===== src/rtl/alu_sequencer_if.sv =====
// Bundle of the instruction stream, ALU drive/sample and response stream of alu_sequencer.
// slave = sequencer side, master = host/ALU side.
interface alu_sequencer_if #(
  parameter int BUS_WIDTH = 8
);
  logic                 in_valid;
  logic                 in_ready;
  logic [15:0]          in_instr;

  logic [3:0]           alu_opcode;
  logic [BUS_WIDTH-1:0] alu_a;
  logic [BUS_WIDTH-1:0] alu_b;
  logic                 alu_carry_in;
  logic [BUS_WIDTH-1:0] alu_y;
  logic                 alu_carry_out;
  logic                 alu_borrow;
  logic                 alu_zero;
  logic                 alu_parity;
  logic                 alu_invalid_op;

  logic                 res_valid;
  logic                 res_ready;
  logic [BUS_WIDTH-1:0] res_data;
  logic                 res_zero;
  logic                 res_parity;
  logic                 res_carry;
  logic                 res_borrow;
  logic                 res_err;

  modport slave (
    input  in_valid, in_instr,
    output in_ready,
    output alu_opcode, alu_a, alu_b, alu_carry_in,
    input  alu_y, alu_carry_out, alu_borrow, alu_zero, alu_parity, alu_invalid_op,
    output res_valid, res_data, res_zero, res_parity, res_carry, res_borrow, res_err,
    input  res_ready
  );

  modport master (
    output in_valid, in_instr,
    input  in_ready,
    input  alu_opcode, alu_a, alu_b, alu_carry_in,
    output alu_y, alu_carry_out, alu_borrow, alu_zero, alu_parity, alu_invalid_op,
    input  res_valid, res_data, res_zero, res_parity, res_carry, res_borrow, res_err,
    output res_ready
  );
endinterface


===== src/rtl/alu_sequencer.sv =====
// Instruction sequencer driving a combinational ALU from a 4-entry register file.
// Optional macro ALU_SEQUENCER_HALT_EN turns opcode 4'hE into a terminal HALT.
module alu_sequencer #(
  parameter int BUS_WIDTH = 8
) (
  input  logic           clk,
  input  logic           rst_n,
  alu_sequencer_if.slave bus
);

  localparam logic [1:0] ST_IDLE  = 2'd0;
  localparam logic [1:0] ST_EXEC  = 2'd1;
  localparam logic [1:0] ST_RESP  = 2'd2;
  localparam logic [1:0] ST_HALT  = 2'd3;

  localparam logic [3:0] OP_NOP   = 4'h0;
  localparam logic [3:0] OP_ADD   = 4'h1;
  localparam logic [3:0] OP_ADC   = 4'h2;
  localparam logic [3:0] OP_SUB   = 4'h3;
  localparam logic [3:0] OP_INC   = 4'h4;
  localparam logic [3:0] OP_DEC   = 4'h5;
  localparam logic [3:0] OP_HALT  = 4'hE;
  localparam logic [3:0] OP_LOADI = 4'hF;

  function automatic logic parity_of(input logic [BUS_WIDTH-1:0] v);
    return ^v;
  endfunction

  logic [1:0]           state_r;
  logic [1:0]           state_next_s;
  logic [1:0]           rd_r;
  logic [3:0]           op_r;
  logic                 carry_flag_r;
  logic [BUS_WIDTH-1:0] regs_r [4];
  logic                 in_ready_r;

  logic [3:0]           alu_opcode_r;
  logic [BUS_WIDTH-1:0] alu_a_r;
  logic [BUS_WIDTH-1:0] alu_b_r;
  logic                 alu_carry_in_r;

  logic                 res_valid_r;
  logic [BUS_WIDTH-1:0] res_data_r;
  logic                 res_zero_r;
  logic                 res_parity_r;
  logic                 res_carry_r;
  logic                 res_borrow_r;
  logic                 res_err_r;

  logic                 accept_s;
  logic [3:0]           op_in_s;
  logic                 is_local_s;
  logic                 is_halt_s;
  logic                 is_alu_s;
  logic [BUS_WIDTH-1:0] imm_ext_s;

  // Decode the instruction offered on the input stream
  always_comb begin
    accept_s   = bus.in_valid & in_ready_r;
    op_in_s    = bus.in_instr[15:12];
    is_local_s = (op_in_s == OP_LOADI) || (op_in_s == OP_NOP);
`ifdef ALU_SEQUENCER_HALT_EN
    is_halt_s  = (op_in_s == OP_HALT);
`else
    is_halt_s  = 1'b0;
`endif
    is_alu_s   = ~is_local_s & ~is_halt_s;
    imm_ext_s  = '0;
    imm_ext_s[7:0] = bus.in_instr[7:0];
  end

  // Next-state selection
  always_comb begin
    state_next_s = state_r;
    case (state_r)
      ST_IDLE: begin
        if (accept_s) begin
          if (is_halt_s) begin
            state_next_s = ST_HALT;
          end else if (is_local_s) begin
            state_next_s = ST_RESP;
          end else begin
            state_next_s = ST_EXEC;
          end
        end else begin
          state_next_s = ST_IDLE;
        end
      end
      ST_EXEC: state_next_s = ST_RESP;
      ST_RESP: begin
        if (res_valid_r && bus.res_ready) begin
          state_next_s = ST_IDLE;
        end else begin
          state_next_s = ST_RESP;
        end
      end
      ST_HALT: state_next_s = ST_HALT;
      default: state_next_s = ST_IDLE;
    endcase
  end

  // State register, accept readiness and latched instruction fields
  always_ff @(posedge clk or negedge rst_n) begin
    if (!rst_n) begin
      state_r    <= ST_IDLE;
      in_ready_r <= 1'b0;
      rd_r       <= 2'd0;
      op_r       <= 4'h0;
    end else begin
      state_r    <= state_next_s;
      in_ready_r <= (state_next_s == ST_IDLE);
      if (state_r == ST_IDLE && accept_s) begin
        rd_r <= bus.in_instr[11:10];
        op_r <= op_in_s;
      end
    end
  end

  // ALU drive: loaded on entry to EXEC, cleared everywhere else so it is live for one cycle only
  always_ff @(posedge clk or negedge rst_n) begin
    if (!rst_n) begin
      alu_opcode_r   <= 4'h0;
      alu_a_r        <= '0;
      alu_b_r        <= '0;
      alu_carry_in_r <= 1'b0;
    end else if (state_r == ST_IDLE && accept_s && is_alu_s) begin
      alu_opcode_r   <= op_in_s;
      alu_a_r        <= regs_r[bus.in_instr[9:8]];
      alu_b_r        <= regs_r[bus.in_instr[7:6]];
      alu_carry_in_r <= (op_in_s == OP_ADC) ? carry_flag_r : 1'b0;
    end else begin
      alu_opcode_r   <= 4'h0;
      alu_a_r        <= '0;
      alu_b_r        <= '0;
      alu_carry_in_r <= 1'b0;
    end
  end

  // Response registers: filled at accept (LOADI/NOP) or at the end of EXEC, held until taken
  always_ff @(posedge clk or negedge rst_n) begin
    if (!rst_n) begin
      res_valid_r  <= 1'b0;
      res_data_r   <= '0;
      res_zero_r   <= 1'b0;
      res_parity_r <= 1'b0;
      res_carry_r  <= 1'b0;
      res_borrow_r <= 1'b0;
      res_err_r    <= 1'b0;
    end else if (state_r == ST_IDLE && accept_s && is_local_s) begin
      res_valid_r  <= 1'b1;
      res_carry_r  <= 1'b0;
      res_borrow_r <= 1'b0;
      res_err_r    <= 1'b0;
      if (op_in_s == OP_LOADI) begin
        res_data_r   <= imm_ext_s;
        res_zero_r   <= (imm_ext_s == '0);
        res_parity_r <= parity_of(imm_ext_s);
      end else begin
        res_data_r   <= '0;
        res_zero_r   <= 1'b1;
        res_parity_r <= 1'b0;
      end
    end else if (state_r == ST_EXEC) begin
      res_valid_r  <= 1'b1;
      res_data_r   <= bus.alu_y;
      res_zero_r   <= bus.alu_zero;
      res_parity_r <= bus.alu_parity;
      res_carry_r  <= bus.alu_carry_out;
      res_borrow_r <= bus.alu_borrow;
      res_err_r    <= bus.alu_invalid_op;
    end else if (state_r == ST_RESP && bus.res_ready) begin
      res_valid_r  <= 1'b0;
    end else begin
      res_valid_r  <= res_valid_r;
    end
  end

  // Register file and carry flag; operands were captured before this write, so rd==rs is safe
  always_ff @(posedge clk or negedge rst_n) begin
    if (!rst_n) begin
      for (int i = 0; i < 4; i++) begin
        regs_r[i] <= '0;
      end
      carry_flag_r <= 1'b0;
    end else if (state_r == ST_IDLE && accept_s && op_in_s == OP_LOADI) begin
      regs_r[bus.in_instr[11:10]] <= imm_ext_s;
    end else if (state_r == ST_EXEC && !bus.alu_invalid_op) begin
      regs_r[rd_r] <= bus.alu_y;
      case (op_r)
        OP_ADD, OP_ADC, OP_INC: carry_flag_r <= bus.alu_carry_out;
        OP_SUB, OP_DEC:         carry_flag_r <= bus.alu_borrow;
        default:                carry_flag_r <= carry_flag_r;
      endcase
    end else begin
      carry_flag_r <= carry_flag_r;
    end
  end

  assign bus.in_ready     = in_ready_r;
  assign bus.alu_opcode   = alu_opcode_r;
  assign bus.alu_a        = alu_a_r;
  assign bus.alu_b        = alu_b_r;
  assign bus.alu_carry_in = alu_carry_in_r;
  assign bus.res_valid    = res_valid_r;
  assign bus.res_data     = res_data_r;
  assign bus.res_zero     = res_zero_r;
  assign bus.res_parity   = res_parity_r;
  assign bus.res_carry    = res_carry_r;
  assign bus.res_borrow   = res_borrow_r;
  assign bus.res_err      = res_err_r;

endmodule


===== src/flat_wrapper.sv =====
// flat-port wrapper written by rule: the top's interface ports become plain ports
module alu_sequencer_flat 
#(
  parameter int BUS_WIDTH = 8
)
  (clk, rst_n, bus_in_valid, bus_in_instr, bus_in_ready, bus_alu_opcode, bus_alu_a, bus_alu_b, bus_alu_carry_in, bus_alu_y, bus_alu_carry_out, bus_alu_borrow, bus_alu_zero, bus_alu_parity, bus_alu_invalid_op, bus_res_valid, bus_res_data, bus_res_zero, bus_res_parity, bus_res_carry, bus_res_borrow, bus_res_err, bus_res_ready);
  alu_sequencer_if #(.BUS_WIDTH(BUS_WIDTH)) bus_i ();
  input  logic clk;
  input  logic rst_n;
  input wire logic [$bits(bus_i.in_valid)-1:0] bus_in_valid;
  input wire logic [$bits(bus_i.in_instr)-1:0] bus_in_instr;
  output wire logic [$bits(bus_i.in_ready)-1:0] bus_in_ready;
  output wire logic [$bits(bus_i.alu_opcode)-1:0] bus_alu_opcode;
  output wire logic [$bits(bus_i.alu_a)-1:0] bus_alu_a;
  output wire logic [$bits(bus_i.alu_b)-1:0] bus_alu_b;
  output wire logic [$bits(bus_i.alu_carry_in)-1:0] bus_alu_carry_in;
  input wire logic [$bits(bus_i.alu_y)-1:0] bus_alu_y;
  input wire logic [$bits(bus_i.alu_carry_out)-1:0] bus_alu_carry_out;
  input wire logic [$bits(bus_i.alu_borrow)-1:0] bus_alu_borrow;
  input wire logic [$bits(bus_i.alu_zero)-1:0] bus_alu_zero;
  input wire logic [$bits(bus_i.alu_parity)-1:0] bus_alu_parity;
  input wire logic [$bits(bus_i.alu_invalid_op)-1:0] bus_alu_invalid_op;
  output wire logic [$bits(bus_i.res_valid)-1:0] bus_res_valid;
  output wire logic [$bits(bus_i.res_data)-1:0] bus_res_data;
  output wire logic [$bits(bus_i.res_zero)-1:0] bus_res_zero;
  output wire logic [$bits(bus_i.res_parity)-1:0] bus_res_parity;
  output wire logic [$bits(bus_i.res_carry)-1:0] bus_res_carry;
  output wire logic [$bits(bus_i.res_borrow)-1:0] bus_res_borrow;
  output wire logic [$bits(bus_i.res_err)-1:0] bus_res_err;
  input wire logic [$bits(bus_i.res_ready)-1:0] bus_res_ready;
  assign bus_i.in_valid = bus_in_valid;
  assign bus_i.in_instr = bus_in_instr;
  assign bus_in_ready = bus_i.in_ready;
  assign bus_alu_opcode = bus_i.alu_opcode;
  assign bus_alu_a = bus_i.alu_a;
  assign bus_alu_b = bus_i.alu_b;
  assign bus_alu_carry_in = bus_i.alu_carry_in;
  assign bus_i.alu_y = bus_alu_y;
  assign bus_i.alu_carry_out = bus_alu_carry_out;
  assign bus_i.alu_borrow = bus_alu_borrow;
  assign bus_i.alu_zero = bus_alu_zero;
  assign bus_i.alu_parity = bus_alu_parity;
  assign bus_i.alu_invalid_op = bus_alu_invalid_op;
  assign bus_res_valid = bus_i.res_valid;
  assign bus_res_data = bus_i.res_data;
  assign bus_res_zero = bus_i.res_zero;
  assign bus_res_parity = bus_i.res_parity;
  assign bus_res_carry = bus_i.res_carry;
  assign bus_res_borrow = bus_i.res_borrow;
  assign bus_res_err = bus_i.res_err;
  assign bus_i.res_ready = bus_res_ready;
  alu_sequencer #(.BUS_WIDTH(BUS_WIDTH)) u_core (.clk(clk), .rst_n(rst_n), .bus(bus_i));
endmodule

===== config.mk =====
export PLATFORM = sky130hd
export DESIGN_NAME = alu_sequencer_flat
export DESIGN_NICKNAME = d
export VERILOG_FILES = /design/src/rtl/alu_sequencer_if.sv /design/src/rtl/alu_sequencer.sv /design/src/flat_wrapper.sv
export SDC_FILE = /design/constraint.sdc
export NUM_CORES = 1
export LEC_CHECK = 0
export CELL_PAD_IN_SITES_DETAIL_PLACEMENT = 1
export CELL_PAD_IN_SITES_GLOBAL_PLACEMENT = 2
export CORE_MARGIN = 5
export CORE_UTILIZATION = 35
export CTS_CLUSTER_DIAMETER = 40
export CTS_CLUSTER_SIZE = 20
export DETAILED_ROUTE_END_ITERATION = 10
export PLACE_DENSITY_LB_ADDON = 0.3
export SYNTH_ARGS = -nofsm -noshare
export SYNTH_HDL_FRONTEND = slang
export SYNTH_SLANG_ARGS = --single-unit
export TNS_END_PERCENT = 10

===== constraint.sdc =====
create_clock -name clk -period 2.2 [get_ports clk]
set_input_delay 0.33 -clock clk [delete_from_list [all_inputs] [get_ports clk]]
set_output_delay 0.33 -clock clk [all_outputs]
set_load 0.005 [all_outputs]

# ---- Yosys cells after proc, flatten, opt, wreduce, memory -nomap -nowiden
# Cells that the tools add are included.
dict set report op_classes {
  n_mux 42
  reduce_logical 23
  n_eq_ne 10
  bitwise_logic 7
  order_cmp 6
}
# op n
set ops {}
lappend ops {{$mux W8} 11}
lappend ops {{$bwmux W32} 2}
lappend ops {{$mux W32} 2}
lappend ops {{$bmux W8 S2} 2}
lappend ops {{$demux W8 S2} 2}
lappend ops {{$mux W1} 17}
lappend ops {{$eq A4 B2 Y1 const B} 3}
lappend ops {{$ge A3 B3 Y1 const B} 4}
lappend ops {{$not A2 Y3} 4}
lappend ops {{$logic_and A1 B1 Y1} 9}
lappend ops {{$eq A4 B3 Y1 const B} 2}
lappend ops {{$logic_not A8 Y1} 1}
lappend ops {{$pmux W2 S4} 1}
lappend ops {{$reduce_xor A8 Y1} 1}
lappend ops {{$lt A3 B1 Y1 const B} 2}
lappend ops {{$mux W2} 3}
lappend ops {{$reduce_bool A2 Y1} 3}
lappend ops {{$eq A2 B2 Y1 const B} 2}
lappend ops {{$eq A4 B1 Y1 const B} 1}
lappend ops {{$eq A4 B4 Y1 const B} 1}
lappend ops {{$logic_not A2 Y1} 2}
lappend ops {{$logic_not A4 Y1} 1}
lappend ops {{$mux W4} 1}
lappend ops {{$reduce_and A3 Y1} 1}
lappend ops {{other kinds (9)} 10}
dict set report totals {
  in_bits 33
  elab_cells 108
  register_bits 77
  out_inout_bits 36
}

# ---- Longest topological paths before layout
dict set report logic_depth {
  depth_word 8
  mapped_depth 8
  ltp_nobuf 6
}

# ---- Worst setup path after synthesis
# Ideal clock, no wire load.
dict set report synth_path {
  path_type {input to register}
  start {in bus_in_instr[6]}
  end {reg u_core.res_parity_r, in the netlist u_core.bus.res_parity}
  path_buffers 2
  setup_ns 0.079
  slack_ns 0.565
  cell_stages 8
  required_time_ns 2.121
  arrival_time_ns 1.556
  path_cell_list {buf_2 buf_2 inv_1 ha_1 xor2_1 xnor2_1 nand2_1 a2bb2oi_1}
}
dict set report synth_via {
  elab_chain_cells 3
}
# item line
set synth_rtl {}
lappend synth_rtl {{start: declaration} flat_wrapper.sv:11} ;# input wire logic [$bits(bus_i.in_instr)-1:0] bus_in_instr;
lappend synth_rtl {{$reduce_xor A8 Y1} alu_sequencer.sv:26} ;# return ^v;
lappend synth_rtl {{$mux W1} alu_sequencer.sv:154} ;# if (op_in_s == OP_LOADI) begin
lappend synth_rtl {{$mux W1} alu_sequencer.sv:149} ;# end else if (state_r == ST_IDLE && accept_s && is_local_s) begin
lappend synth_rtl {{end signal: assignment} alu_sequencer.sv:157} ;# res_parity_r <= parity_of(imm_ext_s);
lappend synth_rtl {{end signal: assignment} alu_sequencer.sv:167} ;# res_parity_r <= bus.alu_parity;
lappend synth_rtl {{end: declaration} alu_sequencer.sv:45} ;# logic res_parity_r;
# No other way between the ends.
# A chain may end at the register's enable or synchronous reset.

# ---- Final worst setup path
dict set report layout_path {
  start {in bus_in_instr[15]}
  end {reg u_core.res_data_r[7], in the netlist u_core.bus.res_data[7]}
}
dict set report layout_via {
  elab_chain_cells 4
  word_cells_on_any_way 7
  cone_classes {eq/ne (1); mux (2); reduce/logical (4)}
}
# item line
set layout_rtl {}
lappend layout_rtl {{$eq A4 B4 Y1 / $logic_not A4 Y1 (equally long branches)} {alu_sequencer.sv:61, alu_sequencer.sv:154}}
lappend layout_rtl {{$logic_or A1 B1 Y1} alu_sequencer.sv:61} ;# is_local_s = (op_in_s == OP_LOADI) || (op_in_s == OP_NOP);
lappend layout_rtl {{$logic_and A1 B1 Y1} alu_sequencer.sv:149}
lappend layout_rtl {{$mux W8 / $reduce_bool A2 Y1 (equally long branches)} -}
lappend layout_rtl {{end signal: assignment} alu_sequencer.sv:155} ;# res_data_r <= imm_ext_s;
lappend layout_rtl {{end signal: assignment} alu_sequencer.sv:165} ;# res_data_r <= bus.alu_y;
lappend layout_rtl {{end: declaration} alu_sequencer.sv:43} ;# logic [BUS_WIDTH-1:0] res_data_r;
# Parallel ways exist; a longest one is shown, timed or not.

==> impl_metrics.tcl <==
set metrics [dict create \
    final_nets 501 \
    p_per_area_nw_per_um2 945 \
    rsz0062_at_grt "no" \
    drive_above_1_share_pct 15.4 \
    vias 3331 \
    io_pins 69 \
    slew_viol_final 0 \
    ys_ff_latch 77 \
    yosysTopAreaCellShare_pct 49.4 \
    maxCapViolCount 0 \
    regToRegSetupSlack_ns 0.45 \
    cp_max_fo 13 \
    area_growth_pct 30.8 \
    synthSimpleGateAreaFrac_pct 22.4 \
    ys_async_sr_fraction_pct 100 \
    run_status "finished, final reports clean" \
    grt_pass1_vias 3540 \
    synth_area_leaders "dfrtp_1 (49%), mux4_2 (9.2%), nand3_1 (8.5%)" \
    use_met3_pct 3.29 \
    crit_path_end_kind "flop" \
    synthCells 383 \
    initial_core_util_pct 35.9 \
    ctsRootBufferMaster "clkbuf_8" \
    clk_latency_ns 0.35 \
    finalSetupTns_ns 0 \
    fp.dieArea_um2 13400 \
    slew_headroom_pct 63.2 \
    p_leak_nw 2.15 \
    hold_path.class "in -> async" \
    synth_mux_area_share_pct 10.6 \
    synth-adder-area-share_pct 1.28 \
    grt_pass1_wl_mm 19.3 \
    die-height_um 116 \
    port_buffers 68 \
    syn_area_per_cell_um2 10.2 \
    ys.flop_type "dfrtp_1" \
    drt-total-wl_mm 11.9 \
    postCtsSetupRepairBufs 0 \
    post_drt_wl_per_cell_um 19.5 \
    hold_viol_final 0 \
    synthDistinctLibCells 40 \
    path_clk_slew_ns 0.09 \
    worst_slack_ns 0.378 \
    gr-total-overflow 0 \
    synth_edf_count 0 \
    place_ws_ns 0.0121 \
    antenna_found_initial 0 \
    final_antenna_net_count 0 \
    yosys.area_share.xor_xnor_pct 0.897 \
    synth_warnings 0 \
    clock_sinks 77 \
    antenna_cells 0 \
    htree_levels 3 \
    drtPass1Iterations 4 \
    fin_crit_ns 1.82 \
    cts_tree "done" \
    use_met1_pct 25.9 \
    drc 0 \
    clockBufferDepth 2 \
    peakVddDrop_uv 407 \
    placementRows 38 \
    final_cells 608 \
    use_met2_pct 30.0 \
    grt_use_total_pct 18.6 \
    dp.cells 592 \
    synth_top_family_by_area "simple AND/OR/NAND/NOR gates" \
    cp-start-kind "primary input" \
    gp_congestion 0.793 \
    cts_inserted_buffers 9 \
    fin_crit_sh_pct 82.8 \
    skew_ns 0.00810 \
    criticalPathCategory "in -> reg" \
    fp.dieW_um 116 \
    setup_viol 0 \
    worst_pin_slew_ns 0.551 \
    dp.final_hpwl_mm 8.62 \
    gr-max-usage-layer "met2" \
    synth_seq_area_share_pct 49.4 \
    initialDrtViolationCount 179 \
    synth_top_cell_by_area "dfrtp_1" \
    grt_max_degree 42 \
    core_um2 10900 \
    arrival_ns 2.10 \
    syn_area_um2 3900 \
    critPathRequiredTime_ns 2.47 \
    synth_compound_area_share_pct 11.0 \
    fmax_mhz 549 \
    synth_fp_nets 420 \
    viasPerCell 5.48 \
]
==> registers in the layout, summed over array words and instances (netlist names), 2 cells and up <==
| name | cells |
|---|---|
| u_core.bus.alu_opcode | 4 |
| u_core.op_r | 4 |
| u_core.bus.alu_b | 8 |
| u_core.rd_r | 2 |
| u_core.regs_r | 32 |
| u_core.bus.res_data | 8 |
| u_core.bus.alu_a | 8 |
| u_core.state_r | 2 |
==> cell type report <==
class / instances / area (um2)
timing repair buffer: 98 / 968
fill: 1211 / 5780
sequential: 77 / 1930
clock inverter: 5 / 61.3
clock buffer: 10 / 138
multi-input combinational: 269 / 1800
inverter: 9 / 33.8
tap: 140 / 175
==> worst max-delay path: stages <==
cell and delay [ns]:
clkdlybuf4s50_1 0.50, or4_4 0.54, a21o_1 0.35, nand2_4 0.18, a2bb2oi_1 0.20
==> cells by family (layout without fill, tap and decap cells) <==
kind of cell | Yosys count | count (layout)
compound gates | 64 | 64
xor+xnor | 4 | 4
fa+ha+maj | 4 | 4
buf+inv | 37 | 122
flops | 77 | 77
mux | 21 | 21
simple gates | 176 | 176
==> Yosys cell counts, drive strengths merged (2+ instances only) <==
| master | count |
|---|---|
| mux4 | 16 |
| nor2 | 39 |
| mux2 | 2 |
| a2bb2oi | 9 |
| and3 | 5 |
| o21ai | 11 |
| nand3 | 66 |
| clkbuf | 10 |
| a31oi | 33 |
| nor2b | 20 |
| xor2 | 2 |
| and2 | 3 |
| dfrtp | 77 |
| buf | 18 |
| ha | 4 |
| inv | 9 |
| a21oi | 4 |
| nand2 | 35 |
| a32o | 4 |
| mux2i | 3 |
| xnor2 | 2 |
==> per-stage QoR <==
step	hold WS [ns]	utilization [%]	power, mW	cell area [um2]
after detailed placement	0.345	45.0	3.75	4900
after global routing	0.548	46.9	5.13	5110
final	0.517	46.9	4.82	5110
after floorplan	0.0344	-	3.01	3900
after CTS	0.533	46.9	4.87	5110
after global placement	0.342	45.0	3.68	4900
==> where the power goes <==
part / internal [mW] / total, mW / switching, mW
logic: 0.901 / 1.51 / 0.606
clock network: 0.551 / 1.11 / 0.560
registers: 1.84 / 2.21 / 0.362
total: 3.30 / 4.82 / 1.53
==> cell usage in the layout (no fill, tap or decap), drive strengths merged, types with 2 or more instances in the layout <==
cell and n:
a21oi 4, nor2b 20, a2bb2oi 9, clkbuf 10
xnor2 2, xor2 2, mux2i 3, nand3 66
clkdlybuf4s50 67, a32o 4, clkinvlp 3, mux2 2
dfrtp 77, buf 30, mux4 16, ha 4
nand2 35, o21ai 11, and2 3, inv 9
a31oi 33, and3 5, nor2 39
==> routing by layer <==
metal / part of all wire (%) / routed length [um] / vias to the layer above
met5: 0 / 0 / -
met4: 1.1 / 127 / 0
met3: 4.9 / 585 / 12
met2: 47 / 5610 / 80
met1: 47 / 5550 / 1687
li1: - / - / 1552
==> path summary, 6_finish.rpt <==
check	start	endpoint	depth (start not counted)
max	bus_in_instr[15]	u_core.bus.res_data[7]$_DFFE_PN0P_	5
min	rst_n	u_core.bus.alu_opcode[2]$_DFF_PN0_	2
max reg2reg	u_core.state_r[1]$_DFF_PN0_	u_core.regs_r[10]$_DFFE_PN0P_	4
min reg2reg	u_core.op_r[0]$_DFFE_PN0P_	u_core.op_r[0]$_DFFE_PN0P_	2
max in group asynchronous	rst_n	u_core.regs_r[3]$_DFFE_PN0P_	3
min in group clk	u_core.op_r[0]$_DFFE_PN0P_	u_core.op_r[0]$_DFFE_PN0P_	2
==> repair_timing <==
| action | in CTS | in global routing |
|---|---|---|
| endpoints found under the setup margin | 0 | 0 |
| gates resized for setup | 0 | 0 |
| hold buffers | 1 | 0 |
| hold endpoints to repair | 37 | 0 |
(Power assumes the default switching activity.)
==> edit (config.mk and constraints unchanged) <==
Reset style: synchronous (`rst_n`), changed in 4 clocked blocks.
--- a/src/rtl/alu_sequencer.sv
+++ b/src/rtl/alu_sequencer.sv
@@ -102,3 +102,3 @@
   // State register, accept readiness and latched instruction fields
-  always_ff @(posedge clk or negedge rst_n) begin
+  always_ff @(posedge clk) begin
     if (!rst_n) begin
@@ -119,3 +119,3 @@
   // ALU drive: loaded on entry to EXEC, cleared everywhere else so it is live for one cycle only
-  always_ff @(posedge clk or negedge rst_n) begin
+  always_ff @(posedge clk) begin
     if (!rst_n) begin
@@ -139,3 +139,3 @@
   // Response registers: filled at accept (LOADI/NOP) or at the end of EXEC, held until taken
-  always_ff @(posedge clk or negedge rst_n) begin
+  always_ff @(posedge clk) begin
     if (!rst_n) begin
@@ -178,3 +178,3 @@
   // Register file and carry flag; operands were captured before this write, so rd==rs is safe
-  always_ff @(posedge clk or negedge rst_n) begin
+  always_ff @(posedge clk) begin
     if (!rst_n) begin
Formal check against the unedited RTL: differs if rst_n is asserted again (counterexample within 4 cycles, from zero or initial values and one cycle with rst_n low); with rst_n held inactive, the same outputs for 4 cycles.
==> edit against the unedited design <==
Wire length fell by 27%. Synthesized area decreased by 11%. Non-clock buffer count up 15. First-iteration DRC count decreased by 39%. Setup slack worse by 230 ps. Cell area is 5.8% lower. Sequential cell count unchanged. Highest routed layer unchanged. Global-route usage decreased by 3.4 points.
Power is not compared: it rests on default switching activity, and its combinational part moved more than twofold at a synthesized area within 25%.
==> edit: results (changes against the unedited design) <==
[place]
dpl_cell_area_um2 = 4600  ; -6.0%
dp_cells = 531  ; -10%
dp_hpwl_um = 6960  ; -19%

[cells_and_area]
buffers = 113  ; +15%
nFillCells = 1104  ; -8.8%
stdcell_count = 547  ; -10%
post-route-cell-area_um2 = 4810  ; -5.8%
flops_and_latches = 77  ; unchanged

[route]
wl_met2_um = 4040  ; -28%
num_vias = 2626  ; -21%
wl_met3_um = 483  ; -17%
drt-met1-wl_um = 4000  ; -28%
wl_um = 8620  ; -27%

[sta]
skew_ps = 10.4  ; +2.29 ps
slew_headroom_pct = 70.8  ; +7.6 points

[logic_synthesis]
synthTopCellsByCount = dfxtp_1, nand2_1, edfxtp_1, and2_1, nor2_1
synth_area_leaders = edfxtp_1, dfxtp_1, mux4_2
synth_compound_area_share_pct = 10.3  ; -0.72 points
synthAdderAreaFrac_pct = 1.45  ; +0.16 points
synthFlopType = dfxtp_1
yosysSeqAreaShare_pct = 53.8  ; +4.5 points
ys_types = 48  ; +20%

[critical_path]
cp-startpoint = bus_alu_invalid_op
r2r-end = u_core.regs_r[2][2]
crit_fanout = 8  ; -5
worstPathArrival_ps = 2130  ; +30 ps
r2r_setup_slack_ps = 180  ; -270 ps

[status]
status = complete, no violations

[global_routing]
grt_max_degree = 17  ; -60%
grt_use_met3_pct = 3.52  ; +0.23 points
grt_pass1_vias = 2748  ; -22%

edit: cell count changes after synthesis, moves of 17 or more:
| cell | unedited run | this run |
|---|---|---|
| nor2_1 | 38 | 20 |
| edfxtp_1 | 0 | 32 |
| dfrtp_1 | 77 | 0 |
| and2_1 | 3 | 20 |
| dfxtp_1 | 0 | 45 |
| nand3_1 | 66 | 1 |
| a31oi_1 | 33 | 0 |
| nor2b_1 | 20 | 2 |
edit: what timing repair did:
item	CTS	global route
gates resized for setup	0	1
hold buffers	0	0
endpoints found under the setup margin	0	8
edit: stage by stage:
stage          hold slack (ps)  util, %
4_1_cts                    480     49.4
3_3_place_gp               458     47.3
2_1_floorplan              437        -
3_5_place_dp               464     47.3
6_report                   474     49.4
5_1_grt                    499     49.4
edit: power breakdown:
| part | total [uW] | leakage (uW) | switching [uW] | internal [uW] |
|---|---|---|---|---|
| Sequential | 1580 | 0.000696 | 36.5 | 1550 |
| Combinational | 413 | 0.00117 | 169 | 244 |
| Clock | 1130 | 0.0000984 | 586 | 542 |
